$ cat config.mk
export PLATFORM = sky130hd
export DESIGN_NAME = la_capture_ctrl_flat
export DESIGN_NICKNAME = d
export VERILOG_FILES = /design/src/rtl/la_pkg.sv /design/src/rtl/la_capture_ctrl_if.sv /design/src/rtl/la_sample_divider.sv /design/src/rtl/la_capture_ctrl.sv /design/src/flat_wrapper.sv
export SDC_FILE = /design/constraint.sdc
export NUM_CORES = 1
export LEC_CHECK = 0
export CORE_MARGIN = 5
export CORE_UTILIZATION = 59
export CTS_BUF_LIST = sky130_fd_sc_hd__clkbuf_4 sky130_fd_sc_hd__clkbuf_8
export DETAILED_ROUTE_END_ITERATION = 7
export PLACE_DENSITY_LB_ADDON = 0.2
export SYNTH_ARGS = -nofsm -noshare
export SYNTH_HDL_FRONTEND = slang
export SYNTH_SLANG_ARGS = --single-unit
$ cat constraint.sdc
create_clock -name clk -period 9.3 [get_ports clk]
set_clock_uncertainty 0.2 [all_clocks]
set_input_delay 1.86 -clock clk [delete_from_list [all_inputs] [get_ports clk]]
set_output_delay 1.86 -clock clk [all_outputs]
set_load 0.005 [all_outputs]
$ cat src/rtl/la_pkg.sv
// Shared types and constants for the logic-analyser capture controller.
package la_pkg;

   // Capture FSM states; the encoding is visible on the state output.
   typedef enum logic [1:0] {
      ST_IDLE  = 2'd0,
      ST_ARMED = 2'd1,
      ST_POST  = 2'd2,
      ST_READ  = 2'd3
   } la_state_e;

   // Configuration register map.
   localparam logic [1:0] CFG_ADDR_DIV   = 2'd0;
   localparam logic [1:0] CFG_ADDR_MASK  = 2'd1;
   localparam logic [1:0] CFG_ADDR_VALUE = 2'd2;
   localparam logic [1:0] CFG_ADDR_POST  = 2'd3;

   // Default geometry.
   localparam int NUM_CH_DEF = 7;
   localparam int DEPTH_DEF  = 80;
   localparam int DIV_W_DEF  = 8;

   // Widths of the config data bus and the post-trigger count.
   localparam int CFG_W  = 8;
   localparam int POST_W = 8;

   // A post count can never exceed the buffer: the trigger sample itself
   // occupies one slot, so DEPTH-1 is the largest meaningful value.
   function automatic logic [POST_W-1:0] clamp_post(input logic [CFG_W-1:0] data,
                                                     input int depth);
      if (int'(data) >= depth) begin
         return POST_W'(depth - 1);
      end
      return data;
   endfunction

endpackage

$ cat src/rtl/la_capture_ctrl_if.sv
// Control, config and readout signals of the capture controller.
interface la_capture_ctrl_if
   import la_pkg::*;
#(
   parameter int NUM_CH = NUM_CH_DEF
);
   logic              ena;
   logic              cfg_we;
   logic [1:0]        cfg_addr;
   logic [CFG_W-1:0]  cfg_data;
   logic              arm;
   logic              abort;
   logic [NUM_CH-1:0] ch_in;
   logic              rd_ready;
   logic              sample_en;
   logic              rd_valid;
   logic              rd_shift;
   logic [1:0]        state;
   logic              triggered;
   logic              done;

   // Host / test side: drives control, config and live channels.
   modport master (
      output ena, cfg_we, cfg_addr, cfg_data, arm, abort, ch_in, rd_ready,
      input  sample_en, rd_valid, rd_shift, state, triggered, done
   );

   // Controller side.
   modport slave (
      input  ena, cfg_we, cfg_addr, cfg_data, arm, abort, ch_in, rd_ready,
      output sample_en, rd_valid, rd_shift, state, triggered, done
   );
endinterface

$ cat src/rtl/la_sample_divider.sv
// Sample-rate divider: one tick every div+1 enabled cycles.
module la_sample_divider #(
   parameter int DIV_W = 8
) (
   input  logic             clk,
   input  logic             rst_n,
   input  logic             clear,
   input  logic             en,
   input  logic [DIV_W-1:0] div,
   output logic             tick
);
   logic [DIV_W-1:0] r_cnt;

   // The tick fires on the last enabled cycle of each period.
   assign tick = en && (r_cnt >= div);

   // Count enabled cycles; restart at the period end, hold when disabled.
   always_ff @(posedge clk or negedge rst_n) begin
      // NOTE: sequential state uses non-blocking assignments so every
      // register samples pre-edge values and simulation matches hardware.
      if (!rst_n) begin
         r_cnt <= '0;
      end else if (clear) begin
         r_cnt <= '0;
      end else if (en) begin
         if (r_cnt >= div) begin
            r_cnt <= '0;
         end else begin
            r_cnt <= r_cnt + 1'b1;
         end
      end
   end
endmodule

$ cat src/rtl/la_capture_ctrl.sv
// Logic-analyser capture controller: arm, trigger, post-trigger capture
// and buffer readout sequencing.
module la_capture_ctrl
   import la_pkg::*;
#(
   parameter int NUM_CH = NUM_CH_DEF,
   parameter int DEPTH  = DEPTH_DEF,
   parameter int DIV_W  = DIV_W_DEF
) (
   input logic              clk,
   input logic              rst_n,
   la_capture_ctrl_if.slave bus
);
   localparam int              RD_W    = (DEPTH > 1) ? $clog2(DEPTH) : 1;
   localparam logic [RD_W-1:0] RD_LAST = RD_W'(DEPTH - 1);

   la_state_e         r_state;
   logic [DIV_W-1:0]  r_div;
   logic [NUM_CH-1:0] r_trig_mask;
   logic [NUM_CH-1:0] r_trig_value;
   logic [POST_W-1:0] r_post;
   logic [POST_W-1:0] r_post_cnt;
   logic [RD_W-1:0]   r_rd_cnt;
   logic              r_triggered;
   logic              r_done;

   logic w_capture;
   logic w_div_en;
   logic w_div_clear;
   logic w_tick;
   logic w_trig_hit;
   logic w_rd_valid;
   logic w_rd_shift;

   assign w_capture   = (r_state == ST_ARMED) || (r_state == ST_POST);
   assign w_div_en    = bus.ena & w_capture;
   // Holding the divider clear outside capture guarantees it starts from
   // zero on entry to ARMED; abort clears it immediately.
   assign w_div_clear = bus.abort | ~w_capture;
   assign w_trig_hit  = ((bus.ch_in ^ r_trig_value) & r_trig_mask) == '0;
   assign w_rd_valid  = (r_state == ST_READ);
   assign w_rd_shift  = w_rd_valid & bus.rd_ready & bus.ena;

   la_sample_divider #(
      .DIV_W (DIV_W)
   ) u_div (
      .clk   (clk),
      .rst_n (rst_n),
      .clear (w_div_clear),
      .en    (w_div_en),
      .div   (r_div),
      .tick  (w_tick)
   );

   // Config registers accept writes only while idle so a capture in
   // flight always runs with a consistent setup.
   always_ff @(posedge clk or negedge rst_n) begin
      if (!rst_n) begin
         r_div        <= '0;
         r_trig_mask  <= '0;
         r_trig_value <= '0;
         r_post       <= '0;
      end else if (bus.cfg_we && (r_state == ST_IDLE)) begin
         case (bus.cfg_addr)
            CFG_ADDR_DIV:   r_div        <= DIV_W'(bus.cfg_data);
            CFG_ADDR_MASK:  r_trig_mask  <= NUM_CH'(bus.cfg_data);
            CFG_ADDR_VALUE: r_trig_value <= NUM_CH'(bus.cfg_data);
            default:        r_post       <= clamp_post(bus.cfg_data, DEPTH);
         endcase
      end
   end

   // Capture FSM with its counters and registered flags; abort overrides
   // every other event and never produces a done pulse.
   always_ff @(posedge clk or negedge rst_n) begin
      if (!rst_n) begin
         r_state     <= ST_IDLE;
         r_post_cnt  <= '0;
         r_rd_cnt    <= '0;
         r_triggered <= 1'b0;
         r_done      <= 1'b0;
      end else begin
         r_done <= 1'b0;
         if (bus.abort) begin
            r_state     <= ST_IDLE;
            r_post_cnt  <= '0;
            r_rd_cnt    <= '0;
            r_triggered <= 1'b0;
         end else begin
            case (r_state)
               ST_IDLE: begin
                  if (bus.arm) begin
                     r_state     <= ST_ARMED;
                     r_triggered <= 1'b0;
                  end
               end
               ST_ARMED: begin
                  // The trigger sample is itself captured; post more follow.
                  if (w_tick && w_trig_hit) begin
                     r_triggered <= 1'b1;
                     if (r_post == '0) begin
                        r_state <= ST_READ;
                     end else begin
                        r_state    <= ST_POST;
                        r_post_cnt <= r_post - 1'b1;
                     end
                  end
               end
               ST_POST: begin
                  if (w_tick) begin
                     if (r_post_cnt == '0) begin
                        r_state <= ST_READ;
                     end else begin
                        r_post_cnt <= r_post_cnt - 1'b1;
                     end
                  end
               end
               default: begin
                  // ST_READ: drain the whole buffer, one handshake per entry.
                  if (w_rd_shift) begin
                     if (r_rd_cnt == RD_LAST) begin
                        r_state  <= ST_IDLE;
                        r_rd_cnt <= '0;
                        r_done   <= 1'b1;
                     end else begin
                        r_rd_cnt <= r_rd_cnt + 1'b1;
                     end
                  end
               end
            endcase
         end
      end
   end

   assign bus.sample_en = w_tick & w_capture;
   assign bus.rd_valid  = w_rd_valid;
   assign bus.rd_shift  = w_rd_shift;
   assign bus.state     = r_state;
   assign bus.triggered = r_triggered;
   assign bus.done      = r_done;
endmodule

$ cat src/flat_wrapper.sv
// flat-port wrapper written by rule: the top's interface ports become plain ports
module la_capture_ctrl_flat import la_pkg::*;
#(
   parameter int NUM_CH = NUM_CH_DEF,
   parameter int DEPTH  = DEPTH_DEF,
   parameter int DIV_W  = DIV_W_DEF
)
  (clk, rst_n, bus_ena, bus_cfg_we, bus_cfg_addr, bus_cfg_data, bus_arm, bus_abort, bus_ch_in, bus_rd_ready, bus_sample_en, bus_rd_valid, bus_rd_shift, bus_state, bus_triggered, bus_done);
  la_capture_ctrl_if #(.NUM_CH(NUM_CH)) bus_i ();
  input logic clk;
  input logic rst_n;
  input wire logic [$bits(bus_i.ena)-1:0] bus_ena;
  input wire logic [$bits(bus_i.cfg_we)-1:0] bus_cfg_we;
  input wire logic [$bits(bus_i.cfg_addr)-1:0] bus_cfg_addr;
  input wire logic [$bits(bus_i.cfg_data)-1:0] bus_cfg_data;
  input wire logic [$bits(bus_i.arm)-1:0] bus_arm;
  input wire logic [$bits(bus_i.abort)-1:0] bus_abort;
  input wire logic [$bits(bus_i.ch_in)-1:0] bus_ch_in;
  input wire logic [$bits(bus_i.rd_ready)-1:0] bus_rd_ready;
  output wire logic [$bits(bus_i.sample_en)-1:0] bus_sample_en;
  output wire logic [$bits(bus_i.rd_valid)-1:0] bus_rd_valid;
  output wire logic [$bits(bus_i.rd_shift)-1:0] bus_rd_shift;
  output wire logic [$bits(bus_i.state)-1:0] bus_state;
  output wire logic [$bits(bus_i.triggered)-1:0] bus_triggered;
  output wire logic [$bits(bus_i.done)-1:0] bus_done;
  assign bus_i.ena = bus_ena;
  assign bus_i.cfg_we = bus_cfg_we;
  assign bus_i.cfg_addr = bus_cfg_addr;
  assign bus_i.cfg_data = bus_cfg_data;
  assign bus_i.arm = bus_arm;
  assign bus_i.abort = bus_abort;
  assign bus_i.ch_in = bus_ch_in;
  assign bus_i.rd_ready = bus_rd_ready;
  assign bus_sample_en = bus_i.sample_en;
  assign bus_rd_valid = bus_i.rd_valid;
  assign bus_rd_shift = bus_i.rd_shift;
  assign bus_state = bus_i.state;
  assign bus_triggered = bus_i.triggered;
  assign bus_done = bus_i.done;
  la_capture_ctrl #(.NUM_CH(NUM_CH), .DEPTH(DEPTH), .DIV_W(DIV_W)) u_core (.clk(clk), .rst_n(rst_n), .bus(bus_i));
endmodule
Word level (Yosys, flattened, before mapping)
Index checks and enable logic that the tools add are counted.
{ "totals": {"regBits": 57, "in_bits": 24, "out_inout_bits": 7, "wordCells": 98} }
{ "classes": {"n_addsub": 4, "n_lt_le_gt_ge": 2, "n_eq_ne": 13, "muxes": 35, "bitwise": 9, "reduce_logical": 25} }
{ "op_table": {"columns": ["operator", "count"], "rows": [
  ["$mux W8", 10],
  ["$mux W7", 4],
  ["$logic_not A8 Y1", 2],
  ["$pmux W8 S2", 1],
  ["$sub A8 B1 Y8 const B", 2],
  ["$ne A3 B3 Y1 const B", 5],
  ["$mux W2", 7],
  ["$mux W1", 11],
  ["$reduce_and A2 Y1", 5],
  ["$reduce_bool A5 Y1", 2],
  ["$add A8 B1 Y8 const B", 1],
  ["$ge A8 B7 Y1 const B", 1],
  ["$ge A8 B8 Y1", 1],
  ["$add A7 B1 Y7 const B", 1],
  ["$and A7 B7 Y7", 1],
  ["$eq A7 B7 Y1 const B", 1],
  ["$logic_not A7 Y1", 1],
  ["$xor A7 B7 Y7", 1],
  ["$eq A2 B2 Y1 const B", 3],
  ["$pmux W2 S3", 1],
  ["$reduce_and A6 Y1", 1],
  ["$reduce_bool A3 Y1", 2],
  ["$reduce_or A3 Y1", 2],
  ["$reduce_and A5 Y1", 1],
  ["other kinds (12)", 21]
]} }

Longest topological paths before layout
Gate-level depths: netlist of the first run.
{ "logic_depth": {"ltp_word": 8, "ltp_mapped": 11, "depth_no_buf": 9} }

Cells and area by module
A second synthesis of the first run with hierarchy kept.
{ "hier_totals": {"hier_cells": 294, "hier_area_um2": 3337.0} }
{ "by_module_without_submodules": {"columns": ["module", "instances", "cells_each", "area_each_um2", "seq_area_each_um2"], "rows": [
  ["la_capture_ctrl", 1, 224, 2610.0, 1226.2],
  ["la_sample_divider", 1, 70, 726.9, 200.2]
]} }

Worst setup path after synthesis of the first run
No wires, ideal clock.
{ "synth_path": {"path_kind": "input-to-output", "startpoint": "input bus_rd_ready", "endpoint": "output bus_rd_shift", "arrival_ns": 2.149, "t_required_ns": 7.240, "slack_ns": 5.091, "cell_stages": 2, "path_buffers": 0, "cell_sequence": "nand3_1 -> inv_1"} }
{ "synth_between": {"elab_chain_cells": 2} }
{ "synth_lines": {"columns": ["item", "line_no", "text"], "rows": [
  ["start, declared", "flat_wrapper.sv:19", "input wire logic [$bits(bus_i.rd_ready)-1:0] bus_rd_ready;"],
  ["$and A1 B1 Y1 (2 in a row)", "la_capture_ctrl.sv:42", "assign w_rd_shift = w_rd_valid & bus.rd_ready & bus.ena;"],
  ["end, declared", "flat_wrapper.sv:22", "output wire logic [$bits(bus_i.rd_shift)-1:0] bus_rd_shift;"]
]} }
Every way passes these cells.

Worst setup path in the final report of the first run
{ "layout_path": {"startpoint": "input bus_ena", "endpoint": "output bus_rd_shift"} }
{ "layout_between": {"elab_chain_cells": 1} }
{ "layout_lines": {"columns": ["item", "line_no", "text"], "rows": [
  ["start, declared", "flat_wrapper.sv:12", "input wire logic [$bits(bus_i.ena)-1:0] bus_ena;"],
  ["$and A1 B1 Y1", "la_capture_ctrl.sv:42", null]
]} }
Every way passes these cells.

==> results.yml, run 1 <==
run_status:
  outcome: "finished, final reports clean"
route:
  wl_um: 6860
  drt_pre_antenna_iters: 5
  antenna_left: 0
  vias: 2557
  wire_per_inst_um: 16.0
  drc: 0
  viasPerCell: 5.96
  drt_iter0_drc: 247
worst_setup_path:
  worst-path-buf-inv: 3
  path_cells: "clkdlybuf4s50_1, nand3_1, inv_1, clkdlybuf4s50_1"
  critPathLaunchType: "input port"
  crit_required_ns: 7.24
  slowest_stage: "clkdlybuf4s50_1"
  crit_family: "buffers and inverters"
  rr_startpoint: "u_core.bus.state[0]"
  cp_common_cell: "clkdlybuf4s50_1"
  cp.arrival_ns: 3.68
  cp_max_fo: 12
  path_class: "in -> out"
  cp-end-kind: "output pin"
  crit_path_max_incr_delay_ns: 0.70
  timing.critical_path.from: "bus_ena"
synthesis:
  syn-cell-area_um2: 3180
  synth_edf_count: 0
  syn_nets: 358
  postSynthCellCount: 319
  synth_area_leaders: "dfrtp_1 45%, ha_1 5.9%, mux2_2 5.7%, xor2_1 4.1%, nor2_1 3.4%"
  synth_warnings: 0
  synth_ff_type: "dfrtp_1"
  synth_cell_types: 53
  syn_avg_cell_area_um2: 9.97
  synth_area_leader_cell: "dfrtp_1"
  yosysTopAreaCellShare: 0.448
  synthArstFlopShare: 1.00
  seq_area_frac_synth: 0.448
  ys_ff_latch: 57
pwr:
  power_leakage_nw: 1.59
  irDropWorstVdd_uv: 167
  powerDensity_nw_per_um2: 230
timing:
  rsz0062_at_grt: "false"
  max_freq_mhz: 174
  tns_ns: 0
  hold_viol_final: 0
  worst_slew_pin_slew_ns: 0.967
  drv_slew: 0
  finalSetupViolations: 0
  post-route-period-util: 0.617
  period_minus_slack_ns: 5.74
  slew_headroom: 0.355
hold_path:
  hp-class: "reg -> reg"
  min-delay-start: "u_core.r_trig_mask[0]"
cts:
  cts_buffers: 9
  path_clk_slew_ns: 0.06
  ctsHtreeMaxLevel: 3
  cts_resized: 0
  cts_setup_buffers: 0
  cts_root_buf: "clkbuf_8"
  clock_path_buffers: 2
  insertion_delay_ns: 0.33
  cts_tree: "done"
  cts_hold_buf: 0
  cts.sinks: 57
final_layout:
  fill_cells: 377
  final_layout_size_suffix_gt1_frac: 0.125
  fin_util: 0.726
  fin_nets: 393
  diodes: 0
  areaGrowthSynthToFinish_pct: 18.1
global_route:
  globalRouteTotalUtil: 0.209
  grt_pass1_wl_um: 11900
  grt_overflow: 0
  antenna_found_initial: 0
  grt_max_degree: 58
  grt_pass1_vias: 2557
place:
  dp_hpwl_um: 4900
  gp_congestion: 0.839
  port_buffers: 30
floorplanning:
  coreArea_um2: 5170
  rows: 26
  dieHeight_um: 83.4
  ioPinCount: 31
  die_area_um2: 6960
  initial_core_util: 0.615
  die_w_um: 83.4
flow_run:
  max_cap_violations: 0
==> per-layer routing <==
metal,vias to the layer above,global-route usage,routed length (um)
met4,0,0.0687,99
li1,1218,-,-
met5,-,0,0
met1,1225,0.288,3190
met3,12,0.0455,449
met2,102,0.328,3120
==> synthesized netlist by cell type, types with 3 or more instances <==
cell type,count
mux2i_1,8
ha_1,15
o21ai_0,19
nand2_1,26
nor2b_1,4
nand4_1,3
o31ai_1,4
inv_1,15
a21oi_1,13
nand2b_1,6
mux2_2,16
dfrtp_1,57
xor2_1,15
o211ai_1,3
o22a_1,4
clkbuf_1,6
nor3_1,12
nand3_1,13
nor2_1,29
xnor2_1,3
nor3b_1,4
a32oi_1,4
==> placed cells by master, fill, tap and decap left out, types with 2 or more instances in the layout <==
| cell type | synthesis | routed |
|---|---|---|
| nand2_1 | 26 | 26 |
| nor2b_1 | 4 | 4 |
| inv_1 | 15 | 15 |
| a211oi_1 | 2 | 2 |
| nand3b_1 | 2 | 2 |
| nand3_1 | 13 | 13 |
| nand4b_1 | 2 | 2 |
| a32oi_1 | 4 | 4 |
| a21oi_1 | 13 | 13 |
| mux2_2 | 16 | 16 |
| clkdlybuf4s50_1 | 0 | 29 |
| or2_2 | 2 | 2 |
| clkbuf_4 | 0 | 2 |
| mux2i_1 | 8 | 8 |
| and3_1 | 2 | 2 |
| clkbuf_8 | 0 | 12 |
| nor3b_1 | 4 | 4 |
| buf_4 | 0 | 2 |
| a22oi_1 | 2 | 2 |
| xor2_1 | 15 | 15 |
| a31oi_1 | 2 | 2 |
| nand2b_1 | 6 | 6 |
| o22a_1 | 4 | 4 |
| nand4_1 | 3 | 3 |
| o31ai_1 | 4 | 4 |
| nor3_1 | 12 | 12 |
| nor2_1 | 29 | 29 |
| xnor2_1 | 3 | 3 |
| ha_1 | 15 | 15 |
| o21ai_0 | 19 | 19 |
| a21boi_0 | 2 | 2 |
| nor4_1 | 2 | 2 |
| dfrtp_1 | 57 | 57 |
| o211ai_1 | 3 | 3 |
==> state kept, by name, indices dropped and copies added (netlist names) <==
register and cells:
u_core.bus.done 1, u_core.bus.state 2, u_core.bus.triggered 1, u_core.r_div 8, u_core.r_post 8, u_core.r_post_cnt 8, u_core.r_rd_cnt 7, u_core.r_trig_mask 7
u_core.r_trig_value 7, u_core.u_div.r_cnt 8
==> final cells by class <==
class                           count  area [um2]  area share
Clock inverter                      2        35.0     0.00933
Inverter                           15        56.3      0.0150
Clock buffer                       14         180      0.0480
Sequential cell                    57        1430       0.380
Multi-Input combinational cell    239        1660       0.442
Timing Repair Buffer               32         310      0.0826
Tap cell                           70        87.6      0.0233
==> logic make-up after synthesis <==
kind of cell             count (synthesis)  synth area share
AO/OA/AOI/OAI                           68             0.151
XOR/XNOR                                18            0.0496
adder cells (fa/ha/maj)                 15            0.0590
buffers and inverters                   23            0.0299
flip-flops                              57             0.448
multiplexers                            24            0.0818
AND/OR/NAND/NOR                        114             0.180
==> final timing paths <==
kind / to / slack (ns) / depth (start not counted)
worst max-delay path: bus_rd_shift / 3.56 / 4
worst min-delay path: u_core.r_trig_mask[0] / 0.31 / 1
worst max register to register: u_core.r_post_cnt[6] / 5.70 / 9
worst min register to register: u_core.r_trig_mask[0] / 0.31 / 1
max in group asynchronous: u_core.r_post_cnt[1] / 6.96 / 2
min in group asynchronous: u_core.u_div.r_cnt[6] / 1.46 / 2
==> per-stage QoR <==
step                      instances  power (W)  cell area, um2  worst slack [ns]  hold slack [ns]
after floorplan                 319   0.000536            3180              5.09            0.278
after detailed placement        413   0.000619            3540              3.61            0.296
after CTS                       429   0.000865            3750              3.60            0.310
final                           429   0.000864            3750              3.56            0.307
after global placement          413   0.000605            3540              3.64            0.289
after global routing            429   0.000918            3750              3.45            0.327
==> report_power, final <==
| part | switching [W] | leakage, nW | internal, W |
|---|---|---|---|
| Combinational | 0.000144 | 0.748 | 0.000122 |
| Clock | 0.0000932 | 0.114 | 0.000151 |
| Sequential | 0.0000436 | 0.732 | 0.000310 |
No activity file was read; power rests on OpenSTA's default activity.
==> run 2, diff against run 1 <==
Clock period 9.3 ns to 5.3 ns, I/O delays scaled along.
==> results.yml, run 2 (synthesis gave the netlist of run 1 again) <==
run_status:
  outcome: "finished, final reports clean"
global_route:
  grt_pass1_vias: 2480
  grt_pass1_wl_um: 12000
  globalRouteTotalUtil: 0.210
  grt_max_degree: 58
  grt_overflow: 0
  antenna_found_initial: 0
final_layout:
  mostFrequentLayoutCell: "dfrtp_1"
  fin_util: 0.725
  final_cell_mix: "57 x dfrtp_1, 29 x nor2_1, 29 x clkdlybuf4s50_1"
  diodes: 0
  final_layout_size_suffix_gt1_frac: 0.125
  areaGrowthSynthToFinish_pct: 17.9
  fin_nets: 394
  fill_cells: 381
cts:
  path_clk_slew_ns: 0.06
  cts_hold_buf: 0
  clock_path_buffers: 2
  insertion_delay_ns: 0.34
  cts_buffers: 9
  cts.sinks: 57
  cts_setup_buffers: 0
  cts_root_buf: "clkbuf_8"
  ctsHtreeMaxLevel: 3
  cts_resized: 0
  cts_tree: "done"
timing:
  hold_viol_final: 0
  slew_headroom: 0.352
  tns_ns: 0
  max_freq_mhz: 239
  period_minus_slack_ns: 4.19
  drv_slew: 0
  post-route-period-util: 0.790
  fin_hold_ws_ns: 0.306
  rsz0062_at_grt: "false"
  finalSetupViolations: 0
  worst_slew_pin_slew_ns: 0.972
place:
  dp_hpwl_um: 4850
  gp_congestion: 0.835
  port_buffers: 30
worst_setup_path:
  crit_family: "buffers and inverters"
  cp-end-kind: "output pin"
  path_cells: "clkdlybuf4s50_1, nand3_1, inv_1, clkdlybuf4s50_1"
  cp.arrival_ns: 2.93
  cp_common_cell: "clkdlybuf4s50_1"
  crit_path_max_incr_delay_ns: 0.72
  path_class: "in -> out"
  slowest_stage: "clkdlybuf4s50_1"
  worst-path-buf-inv: 3
  rr_startpoint: "u_core.bus.state[0]"
  critPathLaunchType: "input port"
  cp_max_fo: 12
  timing.critical_path.from: "bus_ena"
  crit_required_ns: 4.04
floorplanning:
  initial_core_util: 0.615
  coreArea_um2: 5170
  die_w_um: 83.4
  die_area_um2: 6960
  dieHeight_um: 83.4
  ioPinCount: 31
  rows: 26
route:
  antenna_left: 0
  wire_per_inst_um: 15.8
  drc: 0
  wl_um: 6760
  drt_iter0_drc: 188
  viasPerCell: 5.78
  vias: 2480
  drt_pre_antenna_iters: 4
hold_path:
  hp-class: "reg -> reg"
  min-delay-start: "u_core.r_trig_mask[0]"
pwr:
  p_seq_frac: 0.413
  comb_power_share: 0.308
  irDropWorstVdd_uv: 283
  clockPowerShare: 0.278
  total_power_w: 0.00150
  p_sw_frac: 0.326
  power_leakage_nw: 1.59
  p_int_w: 0.00101
  powerDensity_nw_per_um2: 399
  switchingPower_w: 0.000489
flow_run:
  max_cap_violations: 0
run 2: cell types whose count changed in the layout (fill, tap and decap cells not counted):
cell        delta
buf_4          +1
clkinv_2       -1
clkbuf_8       -1
clkinvlp_4     +1
run 2: routing by layer:
metal  routed length (um)  vias to the layer above  global-route usage
li1                     -                     1225                   -
met1                 3280                     1191               0.297
met2                 3080                       52               0.317
met3                  276                       12              0.0396
met4                  121                        0              0.0877
met5                    0                        -                   0
run 2: worst paths after layout:
kind | end | cells past startpoint | slack, ns
max | bus_rd_shift | 4 | 1.11
min reg2reg | u_core.r_trig_mask[0] | 1 | 0.31
min in group asynchronous | u_core.u_div.r_cnt[4] | 2 | 0.65
max reg2reg | u_core.r_post_cnt[6] | 9 | 1.79
min | u_core.r_trig_mask[0] | 1 | 0.31
max in group asynchronous | u_core.r_rd_cnt[4] | 2 | 3.78
run 2: area by class of cell:
class / count / area (um2) / share of cell area
timing repair buffer: 33 / 318 / 0.0847
inverter: 15 / 56.3 / 0.0150
clock buffer: 13 / 166 / 0.0444
tap: 70 / 87.6 / 0.0233
clock inverter: 2 / 37.5 / 0.0100
multi-input combinational: 239 / 1660 / 0.442
sequential: 57 / 1430 / 0.380
run 2: through the flow:
stage | setup WS (ns) | std cells | cell area, um2
after global routing | 1.03 | 429 | 3750
after global placement | 1.25 | 414 | 3550
after detailed placement | 1.16 | 414 | 3550
final | 1.11 | 429 | 3750
after floorplan | 2.24 | 319 | 3180
after CTS | 1.12 | 429 | 3750
run 2: power by group through the flow:
stage	combinational [W]	sequential, W	clock [W]
after floorplan	0.000337	0.000604	0
after global placement	0.000440	0.000620	0
after detailed placement	0.000455	0.000626	0
after CTS	0.000463	0.000618	0.000421
after global routing	0.000520	0.000634	0.000442
final	0.000462	0.000619	0.000417
==> run 3, diff against run 2 <==
Settings changed: CORE_UTILIZATION 59 to 53.
Clock period 5.3 ns to 3.6 ns, I/O delays scaled along.
==> results.yml, run 3 (synthesis gave the netlist of run 1 again) <==
timing:
  max_freq_mhz: 304
  period_minus_slack_ns: 3.29
  hold_viol_final: 0
  drv_slew: 0
  tns_ns: 0
  finalSetupViolations: 0
  post-route-period-util: 0.914
  rsz0062_at_grt: "false"
  worst_slew_pin_slew_ns: 0.706
  slew_headroom: 0.529
floorplanning:
  coreArea_um2: 5890
  dieHeight_um: 87.5
  die_w_um: 87.5
  die_area_um2: 7650
  initial_core_util: 0.540
  ioPinCount: 31
  rows: 28
cts:
  cts_setup_buffers: 0
  cts_resized: 0
  path_clk_slew_ns: 0.07
  cts_hold_buf: 0
  ctsHtreeMaxLevel: 3
  insertion_delay_ns: 0.34
  cts.sinks: 57
  cts_tree: "done"
  cts_buffers: 9
  cts_root_buf: "clkbuf_8"
  clock_path_buffers: 2
final_layout:
  mostFrequentLayoutCell: "dfrtp_1"
  diodes: 0
  fill_cells: 496
  fin_nets: 399
  finalInstanceArea_um2: 3810
  seqCellArea_um2: 1430
  final_cell_mix: "57 x dfrtp_1, 29 x nor2_1, 29 x clkdlybuf4s50_1"
  areaGrowthSynthToFinish_pct: 19.8
  final_layout_size_suffix_gt1_frac: 0.140
  multiInputGateArea_um2: 1660
worst_setup_path:
  worst_r2r_path_depth: 10
  critPathLaunchType: "register"
  cp_max_fo: 5
  path_cells: "inv_1, ha_1, nand2b_1, a2111o_1, a31oi_2, nor2_1, clkdlybuf4s50_1"
  crit_cells: 7
  cp-end-kind: "output pin"
  path_class: "reg -> out"
  cp.arrival_ns: 2.37
  worst-path-buf-inv: 2
  crit_required_ns: 2.68
  slowest_stage: "clkdlybuf4s50_1"
  crit_path_max_incr_delay_ns: 0.45
  crit_family: "compound AO/OA/AOI/OAI gates"
global_route:
  grt_pass1_vias: 2488
  globalRouteTotalUtil: 0.209
  grt_pass1_wl_um: 12300
  grt_overflow: 0
  antenna_found_initial: 0
  grt_max_degree: 33
route:
  drt_pre_antenna_iters: 4
  viasPerCell: 5.82
  drc: 0
  vias: 2560
  drt_iter0_drc: 138
  antenna_left: 0
  wire_per_inst_um: 16.0
  wl_um: 7060
pwr:
  powerDensity_nw_per_um2: 589
  irDropWorstVdd_uv: 382
  power_leakage_nw: 1.62
place:
  gp_congestion: 0.832
  place_area_um2: 3590
  port_buffers: 30
  dp_hpwl_um: 5180
flow_run:
  max_cap_violations: 0
run_status:
  outcome: "finished, final reports clean"
hold_path:
  hp-class: "in -> async"
run 3: changes by cell type in the layout (fill, tap and decap cells not counted):
cell / delta
buf_4: +5
bufinv_16: +1
clkbuf_4: -2
clkbuf_8: -2
clkinv_2: +2
clkinv_4: +2
run 3: layer usage:
layer / track usage / share of wire
met2: 0.323 / 0.46
met1: 0.283 / 0.46
met5: 0 / 0
met4: 0.0767 / 0.015
met3: 0.0520 / 0.064
run 3: metrics by stage:
| step | total power [W] | cells | util | hold WS [ns] | setup WS, ns |
|---|---|---|---|---|---|
| 3_5_place_dp | 0.00160 | 424 | 0.610 | 0.295 | 0.399 |
| 4_1_cts | 0.00226 | 440 | 0.647 | 0.249 | 0.291 |
| 5_1_grt | 0.00240 | 440 | 0.647 | 0.270 | 0.169 |
| 2_1_floorplan | 0.00139 | 319 | - | 0.224 | 0.545 |
| 3_3_place_gp | 0.00157 | 424 | 0.610 | 0.290 | 0.498 |
| 6_report | 0.00224 | 440 | 0.647 | 0.229 | 0.309 |
run 3: final timing paths:
kind,startpoint,to,slack (ns)
max in group asynchronous,rst_n,u_core.r_div[2],2.24
max,u_core.u_div.r_cnt[0],bus_sample_en,0.31
min,rst_n,u_core.r_div[4],0.23
max reg2reg,u_core.bus.state[0],u_core.r_post_cnt[6],0.45
min reg2reg,u_core.r_trig_mask[2],u_core.r_trig_mask[2],0.31
min in group clk,u_core.r_trig_mask[2],u_core.r_trig_mask[2],0.31
run 3: power breakdown:
group | internal [W] | leakage (nW) | total, W | switching, W
sequential | 0.000800 | 0.732 | 0.000909 | 0.000109
clock | 0.000389 | 0.109 | 0.000658 | 0.000269
combinational | 0.000319 | 0.778 | 0.000675 | 0.000356
run 3: layout make-up:
class / count / area share
Tap cell: 75 / 0.0246
Timing Repair Buffer: 38 / 0.0933
Sequential cell: 57 / 0.374
Clock buffer: 9 / 0.0325
Inverter: 15 / 0.0148
Clock inverter: 7 / 0.0250
Multi-Input combinational cell: 239 / 0.435
